<file path="src/rtl/jvm_byte_feeder.sv">
// Bytecode byte feeder: prefetches 32-bit words from bytecode memory into a small FIFO
// and presents them one byte at a time on iram/iram_ready for the JVM->ARM translator.
module jvm_byte_feeder #(
  parameter int ADDRESS_WIDTH = 16,
  parameter int FIFO_DEPTH    = 4
) (
  input  logic                     clk,
  input  logic                     reset,
  input  logic                     start,
  input  logic [ADDRESS_WIDTH-1:0] start_addr,
  input  logic [ADDRESS_WIDTH-1:0] byte_len,
  output logic                     mem_rd,
  output logic [ADDRESS_WIDTH-3:0] mem_addr,
  input  logic [31:0]              mem_rdata,
  output logic [7:0]               iram,
  output logic                     iram_ready,
  input  logic                     fetch,
  output logic                     busy,
  output logic                     done,
  output logic [ADDRESS_WIDTH-1:0] byte_pc
);

  localparam int AW = ADDRESS_WIDTH;
  localparam int PW = $clog2(FIFO_DEPTH);
  localparam int CW = PW + 1;

  typedef enum logic [1:0] {
    ST_IDLE = 2'd0,
    ST_RUN  = 2'd1,
    ST_DONE = 2'd2
  } state_t;

  state_t r_state;
  state_t w_next_state;

  logic [AW-3:0] r_rd_addr;
  logic [AW-2:0] r_words_left;
  logic          r_in_flight;
  logic [31:0]   r_fifo [FIFO_DEPTH];
  logic [PW-1:0] r_wr_ptr;
  logic [PW-1:0] r_rd_ptr;
  logic [CW-1:0] r_count;
  logic [AW-1:0] r_bytes_left;
  logic [AW-1:0] r_byte_pc;
  logic [1:0]    r_offset;

  logic          w_run;
  logic          w_accept;
  logic [AW:0]   w_span;
  logic [CW-1:0] w_occupancy;
  logic          w_mem_rd;
  logic          w_push;
  logic          w_ready;
  logic          w_take;
  logic          w_last;
  logic          w_pop;
  logic [31:0]   w_head;
  logic [7:0]    w_head_byte;

  assign w_run    = (r_state == ST_RUN);
  assign w_accept = (r_state == ST_IDLE) && start;

  // Words touched by the stream, counting the partial first word: ceil((offset + len) / 4).
  assign w_span = {1'b0, byte_len} + (AW+1)'(start_addr[1:0]) + (AW+1)'(3);

  // Reads in flight are counted as occupied slots so a returning word always has room.
  assign w_occupancy = r_count + {{(CW-1){1'b0}}, r_in_flight};
  assign w_mem_rd    = w_run && (r_words_left != '0) && (w_occupancy < CW'(FIFO_DEPTH));

  // Data returning while not in RUN (e.g. after the last fetch) is dropped.
  assign w_push  = r_in_flight && w_run;
  assign w_ready = w_run && (r_count != '0) && (r_bytes_left != '0);
  assign w_take  = fetch && w_ready;
  assign w_last  = w_take && (r_bytes_left == AW'(1));
  assign w_pop   = w_take && ((r_offset == 2'd3) || (r_bytes_left == AW'(1)));

  assign w_head      = r_fifo[r_rd_ptr];
  assign w_head_byte = w_head[8*r_offset +: 8];

  // FSM state register.
  always_ff @(posedge clk or negedge reset) begin
    if (!reset) begin
      r_state <= ST_IDLE;
    end else begin
      // NOTE: every clocked register uses non-blocking assignment so all flops
      // sample pre-edge values; blocking here would create order-dependent races.
      r_state <= w_next_state;
    end
  end

  always_comb begin
    // NOTE: default first so every path assigns w_next_state and no latch is inferred.
    w_next_state = r_state;
    unique case (r_state)
      ST_IDLE: if (start) w_next_state = (byte_len == '0) ? ST_DONE : ST_RUN;
      ST_RUN:  if (w_last) w_next_state = ST_DONE;
      ST_DONE: w_next_state = ST_IDLE;
      default: w_next_state = ST_IDLE;
    endcase
  end

  // Read issue, FIFO bookkeeping and byte cursor.
  always_ff @(posedge clk or negedge reset) begin
    if (!reset) begin
      r_rd_addr    <= '0;
      r_words_left <= '0;
      r_in_flight  <= 1'b0;
      r_wr_ptr     <= '0;
      r_rd_ptr     <= '0;
      r_count      <= '0;
      r_bytes_left <= '0;
      r_byte_pc    <= '0;
      r_offset     <= '0;
    end else if (w_accept) begin
      r_rd_addr    <= start_addr[AW-1:2];
      r_words_left <= (byte_len == '0) ? '0 : w_span[AW:2];
      r_in_flight  <= 1'b0;
      r_wr_ptr     <= '0;
      r_rd_ptr     <= '0;
      r_count      <= '0;
      r_bytes_left <= byte_len;
      r_byte_pc    <= start_addr;
      r_offset     <= start_addr[1:0];
    end else begin
      r_in_flight <= w_mem_rd;
      if (w_mem_rd) begin
        r_rd_addr    <= r_rd_addr + 1'b1;
        r_words_left <= r_words_left - 1'b1;
      end
      if (w_push) r_wr_ptr <= r_wr_ptr + 1'b1;
      if (w_pop)  r_rd_ptr <= r_rd_ptr + 1'b1;
      if (w_push && !w_pop)      r_count <= r_count + 1'b1;
      else if (w_pop && !w_push) r_count <= r_count - 1'b1;
      if (w_take) begin
        r_bytes_left <= r_bytes_left - 1'b1;
        r_byte_pc    <= r_byte_pc + 1'b1;
        r_offset     <= r_offset + 1'b1;
      end
    end
  end

  // NOTE: the word storage has no reset; validity is tracked solely by the
  // pointers and count, so clearing the array would only add reset fan-out.
  always_ff @(posedge clk) begin
    if (w_push) r_fifo[r_wr_ptr] <= mem_rdata;
  end

  assign mem_rd     = w_mem_rd;
  assign mem_addr   = r_rd_addr;
  assign iram       = w_ready ? w_head_byte : 8'h00;
  assign iram_ready = w_ready;
  assign busy       = w_run;
  assign done       = (r_state == ST_DONE);
  assign byte_pc    = r_byte_pc;

endmodule

</file>
<file path="config.mk">
export PLATFORM = sky130hd
export DESIGN_NAME = jvm_byte_feeder
export DESIGN_NICKNAME = d
export VERILOG_FILES = /design/src/rtl/jvm_byte_feeder.sv
export SDC_FILE = /design/constraint.sdc
export NUM_CORES = 1
export LEC_CHECK = 0
export CORE_MARGIN = 2
export CORE_UTILIZATION = 45
export CTS_BUF_LIST = sky130_fd_sc_hd__clkbuf_4 sky130_fd_sc_hd__clkbuf_8 sky130_fd_sc_hd__clkbuf_16
export CTS_CLUSTER_SIZE = 20
export DETAILED_ROUTE_END_ITERATION = 10
export GPL_ROUTABILITY_DRIVEN = 0
export PLACE_DENSITY = 0.66
export SLEW_MARGIN = 10
export SYNTH_ARGS = -nofsm -noshare
export SYNTH_HDL_FRONTEND = slang
export SYNTH_SLANG_ARGS = --single-unit
</file>
<file path="constraint.sdc">
create_clock -name clk -period 2.9 [get_ports clk]
set_clock_uncertainty 0.15 [all_clocks]
set_input_delay 0.435 -clock clk [delete_from_list [all_inputs] [get_ports clk]]
set_output_delay 0.435 -clock clk [all_outputs]
set_load 0.005 [all_outputs]
</file>
==> impl_metrics.yaml <==
outcome:
  status: "complete, but fails checks"
  violations: "setup timing"
grt:
  use_met2: 0.334
  met3_usage: 0.0380
  antenna_found_initial: 0
  grt_max_degree: 74
  gr-usage-met1: 0.270
  grt_remaining_overflow: 0
  grt_pass1_wl_um: 34700
  grt_usage: 0.202
  grt_pass1_vias: 6495
  top_usage_layer: "met2"
setup_path:
  arrival_ps: 2480
  crit_chain: "buf_12, buf_8, mux4_2, mux4_2, nor2b_1, buf_2"
  worstSetupEndpointType: "output pin"
  critPathLaunchType: "register"
  slowest_stage: "mux4_2"
  worst-path-buf-inv: 3
  max_stage_delay_ps: 500
  cp.required_ps: 2320
  path_max_fanout: 6
  crit_type: "reg -> out"
  cp_top_family: "multiplexers"
  critical_path.most_common_cell: "mux4_2"
timing:
  finalCritPeriodShare: 1.06
  final_max_slew_viol_count: 0
  setup_violations: 8
  period_needed_ps: 3070
  fin_hold_ws_ps: 328
  tightest_slew_ps: 822
  rsz0062_at_grt: "true"
  clock.fmax_mhz: 326
  setup_ws_ps: -167
  hold_viol: 0
  slew_headroom: 0.443
routing:
  num_vias: 6288
  drt-total-wl_um: 21500
  drc: 0
  ant_nets: 0
  dr.pass1.iters: 5
  dr.first_iter.drc_count: 383
  post_drt_wl_per_cell_um: 19.3
  viasPerCell: 5.63
floorplanning:
  ios: 110
  initial_core_util: 0.459
  die_w_um: 148
  coreArea_sq_um: 20200
  dieArea_sq_um: 21800
  die_h_um: 148
  core.rowCount: 52
final_layout:
  mostFrequentLayoutCell: "edfxtp_1"
  stdcell_count: 1117
  layout_common_cells: "edfxtp_1, clkdlybuf4s50_1, dfrtp_1, nand2_1, nor2_1"
  regArea_sq_um: 5680
  final_area_sq_um: 11900
  drive_above_1_share: 0.209
  multi_input_area_sq_um: 3520
  area_growth_pct: 27.9
  fin_util: 0.587
  nFillCells: 1583
  num_antenna_cells: 0
  final_nets: 913
power:
  leakage_uw: 0.00428
  ir_drop_mv: 0.623
  p_per_area_nw_per_um2: 1000
clocking:
  cts_inserted_buffers: 22
  clock_latency_ps: 510
  clkTransAtPathRegs_ps: 60
  h-tree-depth: 1
  clock-sinks: 201
  cts.path.max_buffers: 3
  cts_tree: "yes"
  cts_root_buffer: "clkbuf_16"
hold_path:
  hp-class: "in -> async"
placement:
  portBuffers: 109
  dp.cells: 1063
  placed_cell_area_sq_um: 10900
  hpwl_um: 14100
  dpl_worst_slack_ps: -163
logic_synthesis:
  ys_ff_latch: 201
  ys_types: 69
  yosys-top-cells-area: "edfxtp_1, dfrtp_1, mux4_2, xor2_1, nand2_1"
  synth_top_flop_cell: "edfxtp_1"
  yosys_warnings: 0
  syn_nets: 763
  synth_edf_count: 128
  yosysSeqAreaShare: 0.611
  synth_area_leader_cell: "edfxtp_1"
  synthCells: 681
  synth_top_area_frac: 0.414
  syn_area_sq_um: 9280
  synthArstFlopShare: 0.363
  syn_avg_cell_area_sq_um: 13.6
run:
  drv_cap: 0
[worst register-to-register path: cells and delay by family, from the launching register on]
| kind | cells | cell delay, ps |
|---|---|---|
| buffers and inverters | 1 | 210 |
| and+or+nand+nor | 3 | 800 |
| DFF | 1 | 430 |
| AOI/OAI and AO/OA | 4 | 670 |
| adders and majority gates | 1 | 410 |
[stage by stage]
stage	TNS (ps)	power, uW
6_report	-880	11900
5_1_grt	-1610	12600
4_1_cts	-1240	12000
3_5_place_dp	-319	8880
3_3_place_gp	-215	8740
2_1_floorplan	0	7050
[state kept, by name, indices dropped and copies added, names as in the netlist, 2 cells and up]
| signal | flops |
|---|---|
| r_fifo | 128 |
| byte_pc | 16 |
| r_bytes_left | 16 |
| r_words_left | 15 |
| mem_addr | 14 |
| r_count | 3 |
| r_offset | 2 |
| r_rd_ptr | 2 |
| r_state | 2 |
| r_wr_ptr | 2 |
[area by class of cell]
cell class,instances,share of cell area
flip-flops and latches,201,0.478
multi-input cells,433,0.297
repair buffers,157,0.127
clock buffers,36,0.0589
well taps,270,0.0284
clock inverters,4,0.00622
inverters,16,0.00506
[cells in the mapped netlist, drive strengths merged, types with 8 or more instances]
master	n
edfxtp	128
nand4	16
clkbuf	20
a21oi	37
nand3	22
and3	12
nor4	15
o21ai	19
mux4	40
xnor2	23
buf	11
xor2	29
a31oi	8
nand2	64
nor3	11
dfrtp	73
nor2b	10
inv	16
ha	12
nor2	46
[kinds of logic (layout without fill, tap and decap cells)]
family	count (synthesis)	after routing	share of synthesized area
AND/OR/NAND/NOR	222	222	0.125
flip-flops	201	201	0.611
AO/OA/AOI/OAI	102	102	0.0716
XOR/XNOR	52	52	0.0499
buffers and inverters	47	213	0.0216
multiplexers	43	43	0.100
adder cells (fa/ha/maj)	14	14	0.0205
[power by group]
part           total (uW)  leakage [uW]  internal [uW]  switching [uW]
sequential           4640       0.00202           3990             648
clock                2880      0.000388           1750            1120
combinational        4390       0.00187           2350            2030
[worst paths after layout]
kind	start	end	slack [ps]	cells after the start
max	r_rd_ptr[0]	iram[4]	-170	6
min	reset	r_words_left[8]	330	3
max reg2reg	r_bytes_left[9]	r_count[2]	110	9
min reg2reg	r_bytes_left[5]	r_bytes_left[5]	390	2
max in group asynchronous	reset	r_rd_ptr[0]	1900	3
min in group clk	start_addr[2]	byte_pc[2]	380	3
[repair_timing]
item	CTS	global route
pin swaps	3	1
buffers inserted	11	4
endpoints found under the setup margin	10	11
hold endpoints to repair	73	0
hold buffers	1	0
gates resized for setup	59	14
gates cloned	1	0
[routing by layer]
metal / wire (um) / up-vias
li1: - / 2906
met1: 9050 / 3133
met2: 10600 / 202
met3: 1250 / 47
met4: 690 / 0
met5: 0 / -
Note: power is estimated with default switching activity, not from simulation.
